File: src/rtl/pll_drp_pkg.sv
// Shared types for the PLL DRP reconfiguration sequencer: FSM states,
// table entry layout and the read-modify-write merge.
package pll_drp_pkg;

    localparam int DRP_AW = 7;
    localparam int DRP_DW = 16;

    typedef enum logic [2:0] {
        S_IDLE,
        S_GAP,
        S_RD,
        S_WGAP,
        S_WR,
        S_RELEASE,
        S_LOCK,
        S_FINISH
    } state_t;

    typedef struct packed {
        logic [DRP_AW-1:0] addr;
        logic [DRP_DW-1:0] mask;
        logic [DRP_DW-1:0] data;
    } entry_t;

    // Mask bits set keep the register's current value; clear bits take entry data.
    function automatic logic [DRP_DW-1:0] rmw_merge(input logic [DRP_DW-1:0] old_val,
                                                    input entry_t e);
        return (old_val & e.mask) | (e.data & ~e.mask);
    endfunction

endpackage

File: src/rtl/pll_drp_rmw_port.sv
// One DRP phase handshake: completion requires drp_done seen low (stale latch
// cleared) and then high again, with a cycle-count timeout.
module pll_drp_rmw_port #(
    parameter int TMO = 1023,
    parameter int TW  = 16
) (
    input  logic drp_clk,
    input  logic rst_n,
    input  logic run,
    input  logic drp_done,
    output logic ok,
    output logic tmo
);

    logic [TW-1:0] timer;
    logic          seen_low;

    always_ff @(posedge drp_clk or negedge rst_n) begin
        if (!rst_n) begin
            timer    <= '0;
            seen_low <= 1'b0;
        end else if (!run) begin
            timer    <= '0;
            seen_low <= 1'b0;
        end else begin
            timer <= timer + TW'(1);
            if (!drp_done)
                seen_low <= 1'b1;
        end
    end

    assign ok  = run && seen_low && drp_done;
    assign tmo = run && (timer == TW'(TMO - 1));

endmodule

File: src/rtl/pll_drp_sequencer.sv
// Applies a host-loaded table of read-modify-write DRP entries to the PLL
// while holding it in reset, then releases reset and waits for lock.
module pll_drp_sequencer
    import pll_drp_pkg::*;
#(
    parameter int NENT     = 8,
    parameter int AW       = 3,
    parameter int DRP_TMO  = 1023,
    parameter int LOCK_TMO = 65535,
    parameter int TW       = 16
) (
    input  logic              drp_clk,
    input  logic              rst_n,
    input  logic              cfg_we,
    input  logic [AW-1:0]     cfg_idx,
    input  logic [DRP_AW-1:0] cfg_addr,
    input  logic [DRP_DW-1:0] cfg_mask,
    input  logic [DRP_DW-1:0] cfg_data,
    input  logic [AW:0]       cfg_count,
    input  logic              start,
    output logic              busy,
    output logic              done,
    output logic              err_drp,
    output logic              err_lock,
    output logic              pll_rst,
    input  logic              pll_locked,
    output logic              drp_go,
    output logic              drp_write,
    output logic [DRP_AW-1:0] drp_addr,
    output logic [DRP_DW-1:0] drp_di,
    input  logic              drp_done,
    input  logic [DRP_DW-1:0] drp_do
);

    state_t        state;
    entry_t        entries [NENT];
    entry_t        cur;
    logic [AW:0]   idx;
    logic [AW:0]   count;
    logic [TW-1:0] lock_tmr;
    logic [1:0]    lock_sync;
    logic          accept_start;
    logic          port_run;
    logic          port_ok;
    logic          port_tmo;

    assign accept_start = start && (state == S_IDLE);
    assign cur          = entries[idx[AW-1:0]];
    assign port_run     = (state == S_RD) || (state == S_WR);

    always_ff @(posedge drp_clk) begin
        if (cfg_we && !busy && !accept_start)
            entries[cfg_idx] <= '{addr: cfg_addr, mask: cfg_mask, data: cfg_data};
    end

    // Held clear while the PLL is in reset so a lock left over from the
    // previous configuration cannot end the next sequence early.
    always_ff @(posedge drp_clk or negedge rst_n) begin
        if (!rst_n)
            lock_sync <= 2'b00;
        else if (pll_rst)
            lock_sync <= 2'b00;
        else
            lock_sync <= {lock_sync[0], pll_locked};
    end

    pll_drp_rmw_port #(
        .TMO (DRP_TMO),
        .TW  (TW)
    ) u_port (
        .drp_clk  (drp_clk),
        .rst_n    (rst_n),
        .run      (port_run),
        .drp_done (drp_done),
        .ok       (port_ok),
        .tmo      (port_tmo)
    );

    always_ff @(posedge drp_clk or negedge rst_n) begin
        if (!rst_n) begin
            state     <= S_IDLE;
            idx       <= '0;
            count     <= '0;
            lock_tmr  <= '0;
            busy      <= 1'b0;
            done      <= 1'b0;
            err_drp   <= 1'b0;
            err_lock  <= 1'b0;
            pll_rst   <= 1'b0;
            drp_go    <= 1'b0;
            drp_write <= 1'b0;
            drp_addr  <= '0;
            drp_di    <= '0;
        end else begin
            done <= 1'b0;
            case (state)
                S_IDLE: begin
                    if (start) begin
                        count    <= cfg_count;
                        idx      <= '0;
                        err_drp  <= 1'b0;
                        err_lock <= 1'b0;
                        busy     <= 1'b1;
                        pll_rst  <= 1'b1;
                        state    <= S_GAP;
                    end
                end
                S_GAP: begin
                    if (idx < count) begin
                        drp_addr  <= cur.addr;
                        drp_write <= 1'b0;
                        drp_go    <= 1'b1;
                        state     <= S_RD;
                    end else begin
                        state <= S_RELEASE;
                    end
                end
                S_RD: begin
                    if (port_ok) begin
                        drp_di <= rmw_merge(drp_do, cur);
                        drp_go <= 1'b0;
                        state  <= S_WGAP;
                    end else if (port_tmo) begin
                        err_drp   <= 1'b1;
                        drp_go    <= 1'b0;
                        drp_write <= 1'b0;
                        state     <= S_RELEASE;
                    end
                end
                S_WGAP: begin
                    drp_write <= 1'b1;
                    drp_go    <= 1'b1;
                    state     <= S_WR;
                end
                S_WR: begin
                    if (port_ok) begin
                        idx       <= idx + (AW+1)'(1);
                        drp_go    <= 1'b0;
                        drp_write <= 1'b0;
                        state     <= S_GAP;
                    end else if (port_tmo) begin
                        err_drp   <= 1'b1;
                        drp_go    <= 1'b0;
                        drp_write <= 1'b0;
                        state     <= S_RELEASE;
                    end
                end
                S_RELEASE: begin
                    pll_rst  <= 1'b0;
                    lock_tmr <= '0;
                    state    <= S_LOCK;
                end
                S_LOCK: begin
                    if (lock_sync[1]) begin
                        done  <= 1'b1;
                        busy  <= 1'b0;
                        state <= S_FINISH;
                    end else if (lock_tmr == TW'(LOCK_TMO - 1)) begin
                        err_lock <= 1'b1;
                        done     <= 1'b1;
                        busy     <= 1'b0;
                        state    <= S_FINISH;
                    end else begin
                        lock_tmr <= lock_tmr + TW'(1);
                    end
                end
                S_FINISH: state <= S_IDLE;
                default:  state <= S_IDLE;
            endcase
        end
    end

endmodule

File: config.mk
export PLATFORM = sky130hd
export DESIGN_NAME = pll_drp_sequencer
export DESIGN_NICKNAME = d
export VERILOG_FILES = /design/src/rtl/pll_drp_pkg.sv /design/src/rtl/pll_drp_rmw_port.sv /design/src/rtl/pll_drp_sequencer.sv
export SDC_FILE = /design/constraint.sdc
export NUM_CORES = 1
export LEC_CHECK = 0
export CORE_MARGIN = 5
export CORE_UTILIZATION = 60
export CTS_CLUSTER_SIZE = 24
export DETAILED_ROUTE_END_ITERATION = 12
export HOLD_SLACK_MARGIN = 0.1
export PLACE_DENSITY = 0.81
export SETUP_SLACK_MARGIN = 0.1
export SYNTH_ARGS = -nofsm -noshare
export SYNTH_HDL_FRONTEND = slang
export SYNTH_HIERARCHICAL = 1
export SYNTH_SLANG_ARGS = --single-unit
File: constraint.sdc
create_clock -name drp_clk -period 10.97 [get_ports drp_clk]
set_input_delay 2.194 -clock drp_clk [delete_from_list [all_inputs] [get_ports drp_clk]]
set_output_delay 2.194 -clock drp_clk [all_outputs]
set_load 0.05 [all_outputs]
# Word-level counts from Yosys, hierarchy flattened
# Memories as Yosys holds them, arrays and structs flattened.
# Index checks and enable logic that the tools add are counted.
[word_totals]
ff_bits = 76
latchBits = 0
ramBits = 312
romBits = 0
wordCells = 120
mem_count = 1
[mem_list]
columns = ["name", "depth", "width", "rd", "rd_ports_with_merged_regs", "wr", "line_no", "text"]
rows = [
  ["entries", 8, 39, 1, 0, 1, "pll_drp_sequencer.sv:36", "entry_t entries [NENT];"],
]
[classes]
n_addsub = 3
mul = 0
div_mod_pow = 0
magnitude_cmp = 1
eq_ne = 21
n_shift = 0
n_mux = 44
bitwise = 4
n_reduce_logical = 30
[op_table]
columns = ["op", "n"]
rows = [
  ["$mux 16", 3],
  ["$add 16x1->16 const B", 2],
  ["$and 16x16->16", 2],
  ["$pmux 16 s2", 1],
  ["$pmux 3 s8", 1],
  ["$mux 1", 22],
  ["$mux 3", 7],
  ["$ne 2x2->1 const B", 9],
  ["$eq 16x10->1 const B", 1],
  ["$eq 16x16->1 const B", 1],
  ["$not 16->16", 1],
  ["$or 16x16->16", 1],
  ["$reduce_and 3->1", 5],
  ["$eq 3x3->1 const B", 4],
  ["$reduce_and 2->1", 5],
  ["$reduce_bool 2->1", 5],
  ["$mux 4", 2],
  ["$pmux 1 s2", 4],
  ["$pmux 4 s2", 1],
  ["$reduce_and 4->1", 2],
  ["$eq 3x2->1 const B", 2],
  ["$logic_and 1x1->1", 6],
  ["$add 4x1->4 const B", 1],
  ["$lt 4x4->1", 1],
  ["13 further kinds", 14],
]

# Logic depth before layout (Yosys ltp)
# Gate-level depths: netlist of run 1.
[logic_depth]
word_depth = 6
mapped_depth = 10
mapped_depth_nobuf = 9

# By module
# The synthesis of run 1 kept the hierarchy.
[by_module_without_submodules]
columns = ["module", "n_inst", "cells_each", "area_each_um2", "seq_area_each_um2"]
rows = [
  ["pll_drp_sequencer", 1, 784, 14572.7, 10845.4],
  ["pll_drp_rmw_port", 1, 90, 885.8, 425.4],
]

# Worst setup path before layout of run 1
# OpenSTA, ideal clock, no wires.
[synth_timing]
path_kind = "input to register"
start = "in start"
end = "mem entries[1][0] (netlist name), enable pin"
arrival_ns = 5.333
slack_ns = 5.153
stages = 4
path_buffers = 0
path_cell_list = "and3_1 > nor2_1 > nand3_1 > nor3_1"
[synth_via]
elab_chain_cells = 5
[synth_rtl]
columns = ["element", "line_no", "text"]
rows = [
  ["start: declaration", "pll_drp_sequencer.sv:20", "input logic start,"],
  ["$logic_and 1x1->1", "pll_drp_sequencer.sv:47", "assign accept_start = start && (state == S_IDLE);"],
  ["$logic_not 1->1", "pll_drp_sequencer.sv:52", "if (cfg_we && !busy && !accept_start)"],
  ["$logic_and 1x1->1", "pll_drp_sequencer.sv:52", ""],
  ["$mux 1", "pll_drp_sequencer.sv:52", ""],
  ["$mux 1 (not written as such)", "pll_drp_sequencer.sv:53", "entries[cfg_idx] <= '{addr: cfg_addr, mask: cfg_mask, data: cfg_data};"],
  ["end: declaration", "pll_drp_sequencer.sv:36", ""],
]
# Every way passes these cells.

# Final worst setup path of run 1
[layout_timing]
start = "in drp_done"
end = "reg drp_di[12]"
[layout_via]
elab_chain_cells = 2
[layout_rtl]
columns = ["element", "line_no", "text"]
rows = [
  ["start: declaration", "pll_drp_sequencer.sv:31", "input logic drp_done,"],
  ["$logic_and 1x1->1", "pll_drp_rmw_port.sv:32", "assign ok = run && seen_low && drp_done;"],
  ["via port_ok", "pll_drp_sequencer.sv:44", "logic port_ok;"],
  ["$reduce_and 2->1 (no source line)", "n/a", ""],
  ["end signal: assignment", "pll_drp_sequencer.sv:120", "drp_di <= rmw_merge(drp_do, cur);"],
  ["end: declaration", "pll_drp_sequencer.sv:30", "output logic [DRP_DW-1:0] drp_di,"],
]
# The timed path passes the listed nets, and every way through them passes these cells.
# A chain may end at the register's enable or synchronous reset.

==> results of run 1 <==
[layout by cell type, fill, tap and decap left out, drive strengths merged, types with 19 or more instances in the layout]
cell type / instances
a21oi: 23
inv: 20
edfxtp: 312
mux4: 73
clkdlybuf4s50: 96
clkbuf: 43
mux2: 19
dfrtp: 76
nor2: 58
nand2: 43
nor2b: 20
o21ai: 20
[registers in the layout, indices dropped and copies added, names as in the netlist]
name	flops
entries	312
busy	1
idx	4
count	4
err_lock	1
state	3
err_drp	1
lock_sync	2
drp_di	16
pll_rst	1
done	1
drp_go	1
u_port/seen_low	1
drp_write	1
drp_addr	7
lock_tmr	16
u_port/timer	16
[final timing paths]
kind / startpoint / to / slack, ns / depth (start not counted)
max: drp_done / drp_di[12] / 6.00 / 7
min: lock_tmr[15] / lock_tmr[15] / 0.47 / 1
max reg2reg: state[1] / drp_di[12] / 6.85 / 9
min reg2reg: lock_tmr[15] / lock_tmr[15] / 0.47 / 1
max in group asynchronous: rst_n / idx[0] / 8.35 / 1
min in group asynchronous: rst_n / lock_tmr[11] / 1.82 / 1
[kinds of logic (layout without fill, tap and decap cells)]
kind of cell               count (synthesis)  in the layout
AOI/OAI and AO/OA                        110            110
DFF                                      388            388
muxes                                    106            106
and+or+nand+nor                          198            198
buffers and inverters                     54            200
adders and majority gates                  8              8
xor gates and xnor gates                  10             10
[power by group through the flow]
stage	sequential, mW	combinational (mW)	clock (mW)
2_1_floorplan	1.92	0.419	0
3_3_place_gp	1.82	0.737	0
3_5_place_dp	1.83	0.756	0
4_1_cts	1.80	0.767	1.37
5_1_grt	1.81	0.815	1.44
6_report	1.80	0.757	1.34
[per-stage QoR]
step	instances	setup slack, ns	hold slack, ns
after CTS	1350	6.066	0.4781
after global routing	1350	5.962	0.5029
after detailed placement	1278	5.462	0.4683
final	1350	6.000	0.4725
after global placement	1278	5.636	0.4629
after floorplan	874	5.153	0.4385
[synth_stat cells (5+ instances only)]
cell and count:
a211oi_1 17, a21oi_1 23, a221oi_1 5, a32oi_1 5, and3_1 6, buf_2 11
clkbuf_1 17, dfrtp_1 76, edfxtp_1 312, ha_1 8, inv_1 15, mux2_2 19
mux2i_1 14, mux4_2 73, nand2_1 43, nand2b_1 10, nand3_1 11, nand4_1 11
nor2_1 58, nor2b_1 20, nor3_1 10, nor4_1 6, o21ai_0 16, o22ai_1 17
o31ai_1 5, or3_1 6, xor2_1 6
[routing by layer]
| metal | track usage (%) | share of wire, % |
|---|---|---|
| met3 | 4.390 | 6.6 |
| met1 | 30.23 | 38 |
| met4 | 5.938 | 2.4 |
| met5 | 0 | 0 |
| met2 | 39.67 | 53 |
[worst max-delay path, cell delays in order]
cell             delay (ns)
clkdlybuf4s50_1        0.48
and3_1                 0.21
nand2b_1               0.16
nor2_2                 0.86
nand2_1                0.87
a211oi_1               0.47
nor2_1                 0.09
[final cells by class]
| cell class | count | area share (%) |
|---|---|---|
| clock buffers | 43 | 5.582 |
| repair buffers | 111 | 5.920 |
| multi-input cells | 432 | 22.03 |
| clock inverters | 29 | 1.649 |
| inverters | 17 | 0.3519 |
| flip-flops and latches | 388 | 62.19 |
| well taps | 330 | 2.277 |
==> reports/qor.log, run 1 <==
qor: outcome.run_status finished, final reports clean
qor: clock_tree.cts_max_path_buffers 3
qor: detailed_routing.via_count 8403
qor: global_route.globalRoute.totalOverflow 0
qor: synth.synth_compound_gate_area_share 4.735%
qor: clock_tree.tritoncts done
qor: global_route.grt_start_max_net_pins 77
qor: clock_tree.post_cts_resize_count 0
qor: layout.diodes 0
qor: worst_setup_path.critPathRequiredTime 11.36 ns
qor: detailed_routing.average_routed_wire_per_standard_cell 24.05 um
qor: detailed_routing.antenna_viol_nets_final 0
qor: run.timing.max_cap.violations 0
qor: global_route.initial_antenna_violation_count 0
qor: clock_tree.cts-buffers-inserted 39
qor: worst_setup_path.timing.setup.critical_path_class primary input to flip-flop
qor: floorplanning.rows 58
qor: place.port_buffers 97
qor: detailed_routing.drcViolationCount 0
qor: sta.max_freq 0.2012 GHz
qor: place.gp_congestion 0.8094
qor: power.cellInternalPower 2.802 mW
qor: synth.synth_enable_flop_cells 312
qor: synth.ys_warn_count 6
qor: floorplanning.initial_core_util 61.21%
qor: sta.finalHoldViolations 0
qor: synth.synth_cell_type_count 59
qor: detailed_routing.routed_wirelength 32470 um
qor: clock_tree.numClockSinks 388
qor: synth.netlist_area 0.01546 mm2
qor: detailed_routing.tritonroute_pass_1_iters 6
qor: floorplanning.die_height 170.5 um
qor: layout.area.sequential 0.01128 mm2
qor: layout.post-route-cell-area 0.01813 mm2
qor: synth.synth-main-ff-cell edfxtp_1
qor: worst_setup_path.critPathCaptureType flip-flop
qor: synth.largest_family_of_logic_cells_by_synthesized_area multiplexers
qor: sta.slew_viol_final 0
qor: clock_tree.cts_hold_buffers 0
qor: sta.max-slew-margin-rel 17.30%
qor: synth.cell_count_after_synthesis 874
qor: clock_tree.cts_setup_buffers 0
qor: layout.nFillCells 1527
qor: detailed_routing.post_drt_via_cell_ratio 6.224
qor: floorplanning.floorplan.core_area 0.02525 mm2
qor: sta.timing.final.crit_share 45.30%
qor: worst_setup_path.critPathLaunchType primary input
qor: synth.netlist.top_cell.by_area edfxtp_1
qor: sta.fin_tns_setup 0 ns
qor: synth.synthAdderAreaFrac 0.6475%
qor: floorplanning.boundaryPins 98
qor: power.total_leakage_power 6.035 nW
qor: layout.num-nets-final 1065
qor: worst_hold_path.hold_path_class flip-flop to flip-flop
qor: power.pwr_per_cell_area 215.0 mW/mm2
qor: power.power.share.clock 34.4%
qor: power.p_comb_share 19.4%
qor: detailed_routing.drt_iter0_drc 723
qor: global_route.groute.usage.overall 22.84%
qor: sta.final.min_clock_period 4.970 ns
qor: power.tot_pwr 3.899 mW
qor: place.dpl.hpwl 18680 um
qor: layout.fin_util 71.81%
qor: sta.fin_worst_skew 0.01768 ns
qor: power.netSwitchingFraction 28.13%
qor: synth.synth_simple_gate_area_share 6.597%
qor: layout.growth_of_design_area_from_synthesis_to_finish 17.31%
qor: worst_setup_path.worstPathMaxFanout 17
qor: power.worst_ir_drop_vdd 0.0001704 V
qor: synth.synth_xor_area_share 0.5666%
qor: synth.synthesized_flop_and_latch_total 388
qor: sta.final_setup_violation_count 0
qor: global_route.grt_pass1_wl 50400 um
qor: synth.largest_cells_by_area_after_synthesis edfxtp_1 (61%), dfrtp_1 (12%), mux4_2 (11%)
qor: global_route.first_global_vias 8834
qor: layout.share_of_cells_above_drive_strength_1 18.73%
qor: clock_tree.h-tree-depth 2
qor: power.seq_power_share 46.2%
qor: place.dpl_cell_area 0.01682 mm2
qor: synth.mappedNetlistNets 950
qor: sta.worst_margin_pin_slew 1.229 ns
qor: clock_tree.cts_root_buffer clkbuf_16
qor: synth.synth_top_area_share 60.61%
qor: worst_setup_path.cp.arrival 5.36 ns
qor: power.power.net_switching 1.096 mW
qor: sta.grt_setup_unrepaired false
qor: synth.synth_async_sr_flop_share 19.59%
qor: clock_tree.cts_clock_pin_slew_for_the_worst_setup_and_hold_paths 0.06 ns
qor: synth.synth-seq-area-share 72.91%
qor: synth.synth_mux_area_share 12.93%
qor: floorplanning.die_width 170.5 um
qor: synth.post_synth.cell_area_avg 17.69 um2
qor: clock_tree.worst_skew_pair.late_latency 0.53 ns
qor: layout.multi_input_area 0.003995 mm2
qor: floorplanning.dieArea 0.02907 mm2
(Power assumes the default switching activity.)
==> inputs of run 2 (changes only) <==
- CORE_UTILIZATION: 60 -> 59
- PLACE_DENSITY: 0.81 -> 0.79
- clock period: 10.97 -> 5.2 ns (I/O delays scaled with it)
==> run 2 against run 1 <==
  * Non-clock buffer count increased by 5
  * Critical path depth increased by 3
  * Combinational power increased by 110%
  * Clock-buffer cell count increased by 8
  * Sequential share of layout area decreased by 0.051 points
  * Clock power increased by 110%
  * Cell area about the same
  * Final cell count increased by 0.74%
  * Core utilization decreased by 1.8 points
  * Routed wire length decreased by 2.3%
==> reports/qor.log, run 2 (synthesis gave the netlist of run 1 again) <==
qor: clock_tree.cts_max_path_buffers 3 [unchanged]
qor: place.gp_congestion 0.8344 [was 0.8094]
qor: power.tot_pwr 8.176 mW [was 3.899 mW]
qor: clock_tree.cts_clock_pin_slew_for_the_worst_setup_and_hold_paths 0.06 ns [about the same]
qor: place.dpl_cell_area 0.01687 mm2 [was 0.01682 mm2]
qor: layout.multi_input_area 0.003995 mm2 [unchanged]
qor: sta.final_setup_violation_count 0 [unchanged]
qor: sta.fin_tns_setup 0 ns [unchanged]
qor: sta.max_freq 0.2868 GHz
qor: layout.nFillCells 1607 [was 1527]
qor: clock_tree.h-tree-depth 2 [unchanged]
qor: worst_setup_path.critPathMaxStageDelay 0.68 ns [was 0.87 ns]
qor: layout.area.sequential 0.01128 mm2 [unchanged]
qor: floorplanning.rows 59 [was 58]
qor: detailed_routing.via_count 8403 [unchanged]
qor: layout.diodes 0 [unchanged]
qor: worst_setup_path.critPathLaunchType flip-flop [was primary input]
qor: floorplanning.dieArea 0.02954 mm2 [was 0.02907 mm2]
qor: sta.worst_margin_pin_slew 1.309 ns [was 1.229 ns]
qor: detailed_routing.tritonroute_pass_1_iters 5 [was 6]
qor: global_route.first_global_vias 8775 [was 8834]
qor: layout.most-common-layout-cells edfxtp_1 (312), clkdlybuf4s50_1 (96), dfrtp_1 (74), mux4_2 (73), nor2_1 (51) [unchanged]
qor: global_route.groute.usage.overall 21.99% [was 22.84%]
qor: power.pwr_per_cell_area 450.5 mW/mm2 [was 215.0 mW/mm2]
qor: layout.share_of_cells_above_drive_strength_1 18.44% [was 18.73%]
qor: clock_tree.numClockSinks 388 [unchanged]
qor: sta.fin_worst_skew 0.01489 ns [was 0.01768 ns]
qor: global_route.globalRoute.totalOverflow 0 [unchanged]
qor: detailed_routing.drt_iter0_drc 825 [was 723]
qor: layout.mostFrequentLayoutCell edfxtp_1 [unchanged]
qor: floorplanning.initial_core_util 59.66% [was 61.21%]
qor: detailed_routing.drcViolationCount 0 [unchanged]
qor: floorplanning.die_width 171.9 um [was 170.5 um]
qor: place.dpl.hpwl 19390 um [was 18680 um]
qor: clock_tree.tritoncts done [unchanged]
qor: global_route.initial_antenna_violation_count 0 [unchanged]
qor: global_route.grt_pass1_wl 49820 um [was 50400 um]
qor: layout.finalNonFillerCells 1360 [was 1350]
qor: sta.max-slew-margin-rel 11.94% [was 17.30%]
qor: detailed_routing.routed_wirelength 31720 um [was 32470 um]
qor: sta.finalHoldViolations 0 [unchanged]
qor: clock_tree.post_cts_resize_count 0 [unchanged]
qor: worst_setup_path.worst_path_max_delay_cell nand2_1 [unchanged]
qor: worst_setup_path.timing.reg2reg.setup_slack 1.71 ns [was 6.85 ns]
qor: detailed_routing.post_drt_via_cell_ratio 6.179 [was 6.224]
qor: worst_setup_path.cp.arrival 3.87 ns [was 5.36 ns]
qor: clock_tree.cts_root_buffer clkbuf_16 [unchanged]
qor: worst_setup_path.critical_path_cell_list nand2b_1 > a21oi_1 > buf_4 > and3_1 > nand2b_1 > nor2_2 > buf_4 > nand2_1 > a211oi_1 > nor2_1 [was clkdlybuf4s50_1 > and3_1 > nand2b_1 > nor2_2 > nand2_1 > a211oi_1 > nor2_1]
qor: worst_hold_path.hold_path_class flip-flop to flip-flop [unchanged]
qor: floorplanning.die_height 171.9 um [was 170.5 um]
qor: sta.grt_setup_unrepaired false [unchanged]
qor: detailed_routing.average_routed_wire_per_standard_cell 23.32 um [was 24.05 um]
qor: layout.largest-register entries [unchanged]
qor: layout.num-nets-final 1070 [was 1065]
qor: floorplanning.floorplan.core_area 0.02591 mm2 [was 0.02525 mm2]
qor: power.total_leakage_power 6.051 nW [was 6.035 nW]
qor: floorplanning.boundaryPins 98 [unchanged]
qor: outcome.run_status finished, final reports clean [unchanged]
qor: clock_tree.cts_hold_buffers 0 [unchanged]
qor: global_route.grt_start_max_net_pins 51 [was 77]
qor: worst_setup_path.critPathRequiredTime 5.58 ns [was 11.36 ns]
qor: power.worst_ir_drop_vdd 0.0004076 V [was 0.0001704 V]
qor: layout.fin_util 70.05% [was 71.81%]
qor: place.port_buffers 97 [unchanged]
qor: sta.timing.final.crit_share 67.06%
qor: sta.final.min_clock_period 3.487 ns
qor: layout.post-route-cell-area 0.01815 mm2 [was 0.01813 mm2]
qor: place.dp.cells 1288 [was 1278]
qor: clock_tree.cts_setup_buffers 0 [unchanged]
qor: sta.slew_viol_final 0 [unchanged]
qor: worst_setup_path.timing.setup.critical_path_class flip-flop to flip-flop [was primary input to flip-flop]
qor: detailed_routing.antenna_viol_nets_final 0 [unchanged]
qor: layout.growth_of_design_area_from_synthesis_to_finish 17.41% [was 17.31%]
qor: clock_tree.cts-buffers-inserted 39 [unchanged]
qor: run.timing.max_cap.violations 0 [unchanged]
qor: worst_setup_path.worstPathMaxFanout 17 [unchanged]
qor: clock_tree.worst_skew_pair.late_latency 0.52 ns [was 0.53 ns]
qor: worst_setup_path.critPathCaptureType flip-flop [unchanged]
qor: layout.largest_register_ff_count 312 [unchanged]
## run 2: cell count changes in the layout (fill, tap and decap cells not counted), sizes merged
cell	previous run	this run
clkbuf	43	51
buf	15	20
inv	20	17
clkinv	17	15
clkinvlp	4	1
## run 2: final timing paths
check,start,endpoint,cells past startpoint
min reg2reg,lock_tmr[15],lock_tmr[15],1
min,lock_tmr[15],lock_tmr[15],1
max,state[1],drp_di[11],10
max reg2reg,state[1],drp_di[11],10
min in group asynchronous,rst_n,lock_tmr[14],1
max in group asynchronous,rst_n,drp_di[13],2
## run 2: per-layer routing
layer,up-vias,track usage (%),wire [um]
met4,0,5.058,513
li1,3734,-,-
met3,43,3.292,1837
met5,-,0,0
met2,283,37.60,16400
met1,4343,30.68,12970
## run 2: critical path, delay by kind of cell (launching register included)
family | cells | cell delay (ns)
AO/OA/AOI/OAI | 2 | 0.69
buffers and inverters | 2 | 0.55
flip-flops | 1 | 0.61
AND/OR/NAND/NOR | 6 | 1.48
## run 2: area by class of cell
class                   count  area share (%)
clock buffers              51           5.742
clock inverters            21           1.324
flip-flops and latches    388           62.14
well taps                 335           2.309
multi-input cells         432           22.01
repair buffers            116           6.122
inverters                  17          0.3516
## run 2: report_power, final
| group | total [mW] | internal [mW] | switching [mW] | leakage (nW) |
|---|---|---|---|---|
| combinational | 1.61 | 0.686 | 0.922 | 1.63 |
| sequential | 3.79 | 3.56 | 0.230 | 3.80 |
| clock | 2.78 | 1.67 | 1.11 | 0.625 |
## run 2: stage by stage
stage          worst slack [ns]  hold WS [ns]
6_report                  1.713        0.4775
5_1_grt                   1.518        0.4989
4_1_cts                   1.747        0.4848
3_5_place_dp              1.326        0.4744
3_3_place_gp              1.409        0.4591
2_1_floorplan            0.5373        0.4385
